<file path="src/rtl/debounce_pkg.sv">
// rtl/debounce_pkg.sv - shared types and defaults for the debounce/edge-detect block
// Contents: deb_state_e FSM encoding, default synchroniser depth and debounce length.
package debounce_pkg;

  typedef enum logic [1:0] {
    ST_LOW    = 2'd0,
    PEND_HIGH = 2'd1,
    ST_HIGH   = 2'd2,
    PEND_LOW  = 2'd3
  } deb_state_e;

  localparam int DEB_SYNC_STAGES_DEF = 2;
  localparam int DEB_CYCLES_DEF      = 4;

endpackage

</file>
<file path="src/rtl/sync_chain.sv">
// rtl/sync_chain.sv - multi-flop synchroniser for one asynchronous bit
// Ports: clk (rising edge), rst_n (sync, active-low, clears every stage),
//        d (asynchronous input), q (last synchroniser stage).
// Parameter STAGES: number of flops, 2 or more.
module sync_chain #(
  parameter int STAGES = 2
) (
  input  logic clk,
  input  logic rst_n,
  input  logic d,
  output logic q
);

  logic [STAGES-1:0] s;

  always_ff @(posedge clk) begin
    if (!rst_n) begin
      s <= '0;
    end else begin
      s <= {s[STAGES-2:0], d};
    end
  end

  assign q = s[STAGES-1];

endmodule

</file>
<file path="src/rtl/debounce_edge_detect.sv">
// rtl/debounce_edge_detect.sv - synchronise, debounce and edge-detect one level input
// Ports: clk (rising edge), rst_n (sync, active-low), din (asynchronous raw level),
//        dout (debounced level), rise/fall (registered one-cycle strobes on dout change),
//        edge_cnt (8-bit count of dout changes, mod 256).
// Build option: define DEBOUNCE_EDGE_CNT_EN to build the edge counter; otherwise
//        edge_cnt is tied to zero.
module debounce_edge_detect
  import debounce_pkg::*;
#(
  parameter int SYNC_STAGES     = DEB_SYNC_STAGES_DEF,
  parameter int DEBOUNCE_CYCLES = DEB_CYCLES_DEF,
  parameter int CNT_W           = $clog2(DEBOUNCE_CYCLES + 1)
) (
  input  logic       clk,
  input  logic       rst_n,
  input  logic       din,
  output logic       dout,
  output logic       rise,
  output logic       fall,
  output logic [7:0] edge_cnt
);

  localparam logic [CNT_W-1:0] CNT_ONE  = CNT_W'(1);
  localparam logic [CNT_W-1:0] CNT_LAST = CNT_W'(DEBOUNCE_CYCLES - 1);

  logic             sy;
  deb_state_e       state;
  logic [CNT_W-1:0] cnt;
  logic             commit;

  sync_chain #(
    .STAGES(SYNC_STAGES)
  ) u_sync (
    .clk  (clk),
    .rst_n(rst_n),
    .d    (din),
    .q    (sy)
  );

  // A commit happens on the edge where the final required differing sample
  // arrives. With a one-cycle filter the stable states commit directly.
  always_comb begin
    commit = 1'b0;
    unique case (state)
      ST_LOW, ST_HIGH:     commit = (sy != dout) && (DEBOUNCE_CYCLES == 1);
      PEND_HIGH, PEND_LOW: commit = (sy != dout) && (cnt == CNT_LAST);
      default:             commit = 1'b0;
    endcase
  end

  always_ff @(posedge clk) begin
    if (!rst_n) begin
      state <= ST_LOW;
      cnt   <= '0;
      dout  <= 1'b0;
      rise  <= 1'b0;
      fall  <= 1'b0;
    end else begin
      rise <= 1'b0;
      fall <= 1'b0;
      if (commit) begin
        state <= dout ? ST_LOW : ST_HIGH;
        cnt   <= '0;
        dout  <= ~dout;
        rise  <= ~dout;
        fall  <= dout;
      end else begin
        unique case (state)
          ST_LOW: begin
            if (sy) begin
              state <= PEND_HIGH;
              cnt   <= CNT_ONE;
            end
          end
          ST_HIGH: begin
            if (!sy) begin
              state <= PEND_LOW;
              cnt   <= CNT_ONE;
            end
          end
          // sy matching the current level wins over a pending count: glitch rejected.
          PEND_HIGH: begin
            if (!sy) begin
              state <= ST_LOW;
              cnt   <= '0;
            end else begin
              cnt <= cnt + CNT_ONE;
            end
          end
          PEND_LOW: begin
            if (sy) begin
              state <= ST_HIGH;
              cnt   <= '0;
            end else begin
              cnt <= cnt + CNT_ONE;
            end
          end
          default: begin
            state <= ST_LOW;
            cnt   <= '0;
          end
        endcase
      end
    end
  end

`ifdef DEBOUNCE_EDGE_CNT_EN
  logic [7:0] edge_q;

  always_ff @(posedge clk) begin
    if (!rst_n) begin
      edge_q <= 8'd0;
    end else if (commit) begin
      edge_q <= edge_q + 8'd1;
    end
  end

  assign edge_cnt = edge_q;
`else
  assign edge_cnt = 8'd0;
`endif

endmodule

</file>
<file path="config.mk">
export PLATFORM = sky130hd
export DESIGN_NAME = debounce_edge_detect
export DESIGN_NICKNAME = d
export VERILOG_FILES = /design/src/rtl/debounce_pkg.sv /design/src/rtl/sync_chain.sv /design/src/rtl/debounce_edge_detect.sv
export SDC_FILE = /design/constraint.sdc
export NUM_CORES = 1
export LEC_CHECK = 0
export CAP_MARGIN = 5
export CORE_AREA = 3 3 40 42
export DETAILED_ROUTE_END_ITERATION = 6
export DIE_AREA = 0 0 43 45
export PLACE_DENSITY = 0.65
export SLEW_MARGIN = 20
export SYNTH_ARGS = -nofsm -noshare
export SYNTH_HDL_FRONTEND = slang
export SYNTH_SLANG_ARGS = --single-unit
export TNS_END_PERCENT = 30
</file>
<file path="constraint.sdc">
create_clock -name clk -period 1.1 [get_ports clk]
set_clock_uncertainty 0.05 [all_clocks]
set_input_delay 0.275 -clock clk [delete_from_list [all_inputs] [get_ports clk]]
set_output_delay 0.275 -clock clk [all_outputs]
set_load 0.05 [all_outputs]
</file>
==> flow_metrics.tcl, run 1 <==
set metrics [dict create \
    worst-path-max-fanout 3 \
    switchingPower_mw 0.207 \
    slowest_delay_ns 0.35 \
    grt_overflow_total 0 \
    wl_um 798 \
    clockBufferDepth 2 \
    utilization_pct 52.4 \
    critPathRequiredTime_ns 1.25 \
    drt_pass1_iterations 4 \
    synthArstFlopShare_pct 0 \
    path_common_cell "ha_4" \
    cts.clk_slew.worst_paths_ns 0.06 \
    synth-seq-cells 10 \
    swShare_pct 28.0 \
    cts_tree "yes" \
    synth_fa_ha_area_share_pct 5.32 \
    preCtsSetupSlack_ns -0.252 \
    powerDensity_nw_per_um2 1100 \
    finalCritPeriodShare_pct 111 \
    maxCapViolCount 0 \
    grt_pass1_vias 296 \
    antenna_found_initial 0 \
    synth_top_family_by_area "simple AND/OR/NAND/NOR gates" \
    hpwl_um 612 \
    clkLatencyLatePin_ns 0.26 \
    h-tree-depth 1 \
    diodes 0 \
    violations "setup timing" \
    final_area_um2 673 \
    gp_congestion 0.674 \
    ir_drop_mv 0.499 \
    nets 68 \
    clock.fmax_mhz 819 \
    clkPwrFrac_pct 35.6 \
    dp.cells 71 \
    power_mw 0.740 \
    period_needed_ns 1.22 \
    fp-row-count 13 \
    crit_slowest_cell "dfxtp_2" \
    pwr-share-seq_pct 50.5 \
    critPathArrivalTime_ns 1.37 \
    syn_inst 47 \
    drtIter0Drc 9 \
    synth_compound_gate_area_share_pct 9.57 \
    final_antenna_net_count 0 \
    yosys.area_share.simple_pct 17.8 \
    setup_tns_ns -0.475 \
    dieArea_um2 1940 \
    outcome "complete, but fails checks" \
    vias 331 \
    yosys-mux-area-fraction_pct 0 \
    hold_class "reg -> reg" \
    ios 14 \
    nFillCells 121 \
    yosysWarnings 0 \
    detail_route.wl_per_cell_um 10.4 \
    grt.total_usage_pct 9.30 \
    fp.dieW_um 43 \
    synth_seq_area_share_pct 42.6 \
    synth.distinct_cells 22 \
    cp_cell_sequence "ha_4, ha_4, nand3_4, nor3b_2, o21bai_1" \
    hold_violations 0 \
    via_per_inst 4.30 \
    synth-main-ff-cell "dfxtp_1" \
    cp-end-kind "flop" \
    initial_core_util_pct 36.6 \
    hold_ws_ns 0.394 \
    io_buffers 5 \
    synthesis.area_um2 470 \
    grt_max_degree 7 \
    numCtsBuffers 3 \
    core_um2 1280 \
    synth_edf_count 0 \
    synth.avg_cell_area_um2 10.0 \
    cts_sinks 10 \
    synth_xor_area_share_pct 7.18 \
    placed_area_um2 621 \
    p_leak_nw 0.267 \
    combPwrFrac_pct 13.9 \
    root_buffer "clkbuf_4" \
    worst_slack_ns -0.121 \
    setup_violations 7 \
    internal-power_mw 0.532 \
    dieHeight_um 45 \
    slew_viol_final 0 \
    drcViolationCount 0 \
    startpoint_type "flop" \
    rsz0062_at_grt "true" \
    final_cell_count_no_fill 77 \
    hold_buffers 0 \
    final_layout_size_suffix_gt1_share_pct 45.2 \
    syn_to_final_growth_pct 43.1 \
    criticalPathCategory "reg -> reg" \
    grt_pass1_wl_mm 1.26 \
]
-- worst paths after layout --
path	startpoint	end	slack, ns	cells after the start
setup / recovery	cnt[1]$_SDFFE_PP0P_	state[1]$_SDFFE_PN0P_	-0.12	5
hold / removal	u_sync.s[0]$_SDFF_PN0_	u_sync.s[1]$_SDFF_PN0_	0.39	1
hold reg to reg	u_sync.s[0]$_SDFF_PN0_	u_sync.s[1]$_SDFF_PN0_	0.39	1
setup reg to reg	cnt[1]$_SDFFE_PP0P_	state[1]$_SDFFE_PN0P_	-0.12	5
-- cells in the mapped netlist (2+ instances only) --
master     n  area (um^2)
ha_1       2         25.0
nand3_1    3         15.0
nand3b_1   2         15.0
inv_1      2         7.51
xnor2_1    2         17.5
dfxtp_1   10          200
and2_1     2         12.5
nand2_1    2         7.51
nor2_1     2         7.51
buf_4      8         60.1
-- worst max-delay path, delay by kind of cell, from the launching register on --
| kind | cells | cell delay (ns) |
|---|---|---|
| flip-flops | 1 | 0.35 |
| adder cells (fa/ha/maj) | 2 | 0.31 |
| AND/OR/NAND/NOR | 2 | 0.31 |
| AO/OA/AOI/OAI | 1 | 0.13 |
-- final cells by class --
cell class	instances	area, um^2	share of cell area, %
tap	15	18.8	2.79
multi-input combinational	33	270	40.1
clock buffer	4	26.3	3.90
sequential	10	210	31.2
timing repair buffer	13	140	20.8
inverter	2	7.51	1.12
-- cell usage in the layout, fill, tap and decap left out, drive strengths merged --
cell	count
conb	8
xor2	1
clkbuf	4
nor2	2
o21bai	1
nand2	2
nor3b	2
ha	2
and2	2
a21boi	1
dfxtp	10
a211oi	1
buf	11
a21oi	2
nand3b	2
o21ai	1
or3	1
clkdlybuf4s50	2
xnor2	2
nand3	3
inv	2
-- metal layers --
layer,vias up,GRT usage (%),wire (um)
met1,155,11.8,384
met3,0,5.98,30
met4,0,1.81,0
met2,8,13.5,383
li1,168,-,-
met5,-,0,0
-- power by group through the flow --
stage,clock (mW),sequential (mW),combinational (mW)
after global placement,0,0.381,0.101
after global routing,0.292,0.374,0.110
after CTS,0.282,0.373,0.102
final,0.264,0.373,0.103
after detailed placement,0,0.381,0.102
after floorplan,0,0.379,0.103
-- cells by family (layout without fill, tap and decap cells) --
family	Yosys count	after routing
other	1	8
AO/OA/AOI/OAI	6	6
buffers and inverters	11	19
AND/OR/NAND/NOR	14	14
XOR/XNOR	3	3
flip-flops	10	10
adder cells (fa/ha/maj)	2	2
-- state kept, by name (all words and copies together) (netlist names) --
name / count
fall: 1
state: 2
rise: 1
cnt: 3
dout: 1
u_sync.s: 2
-- what timing repair did --
action / 4_1_cts / 5_1_grt
setup endpoints to repair: 9 / 9
pin swaps: 1 / 3
gates resized for setup: 3 / 2
setup buffers: 0 / 2
Note: power is estimated with default switching activity, not from simulation.
==> run 2: changes to the inputs <==
- SLEW_MARGIN: 20 -> not set
==> results of run 2 <==
No change in the layout: final DEF, timing and power equal those of run 1.
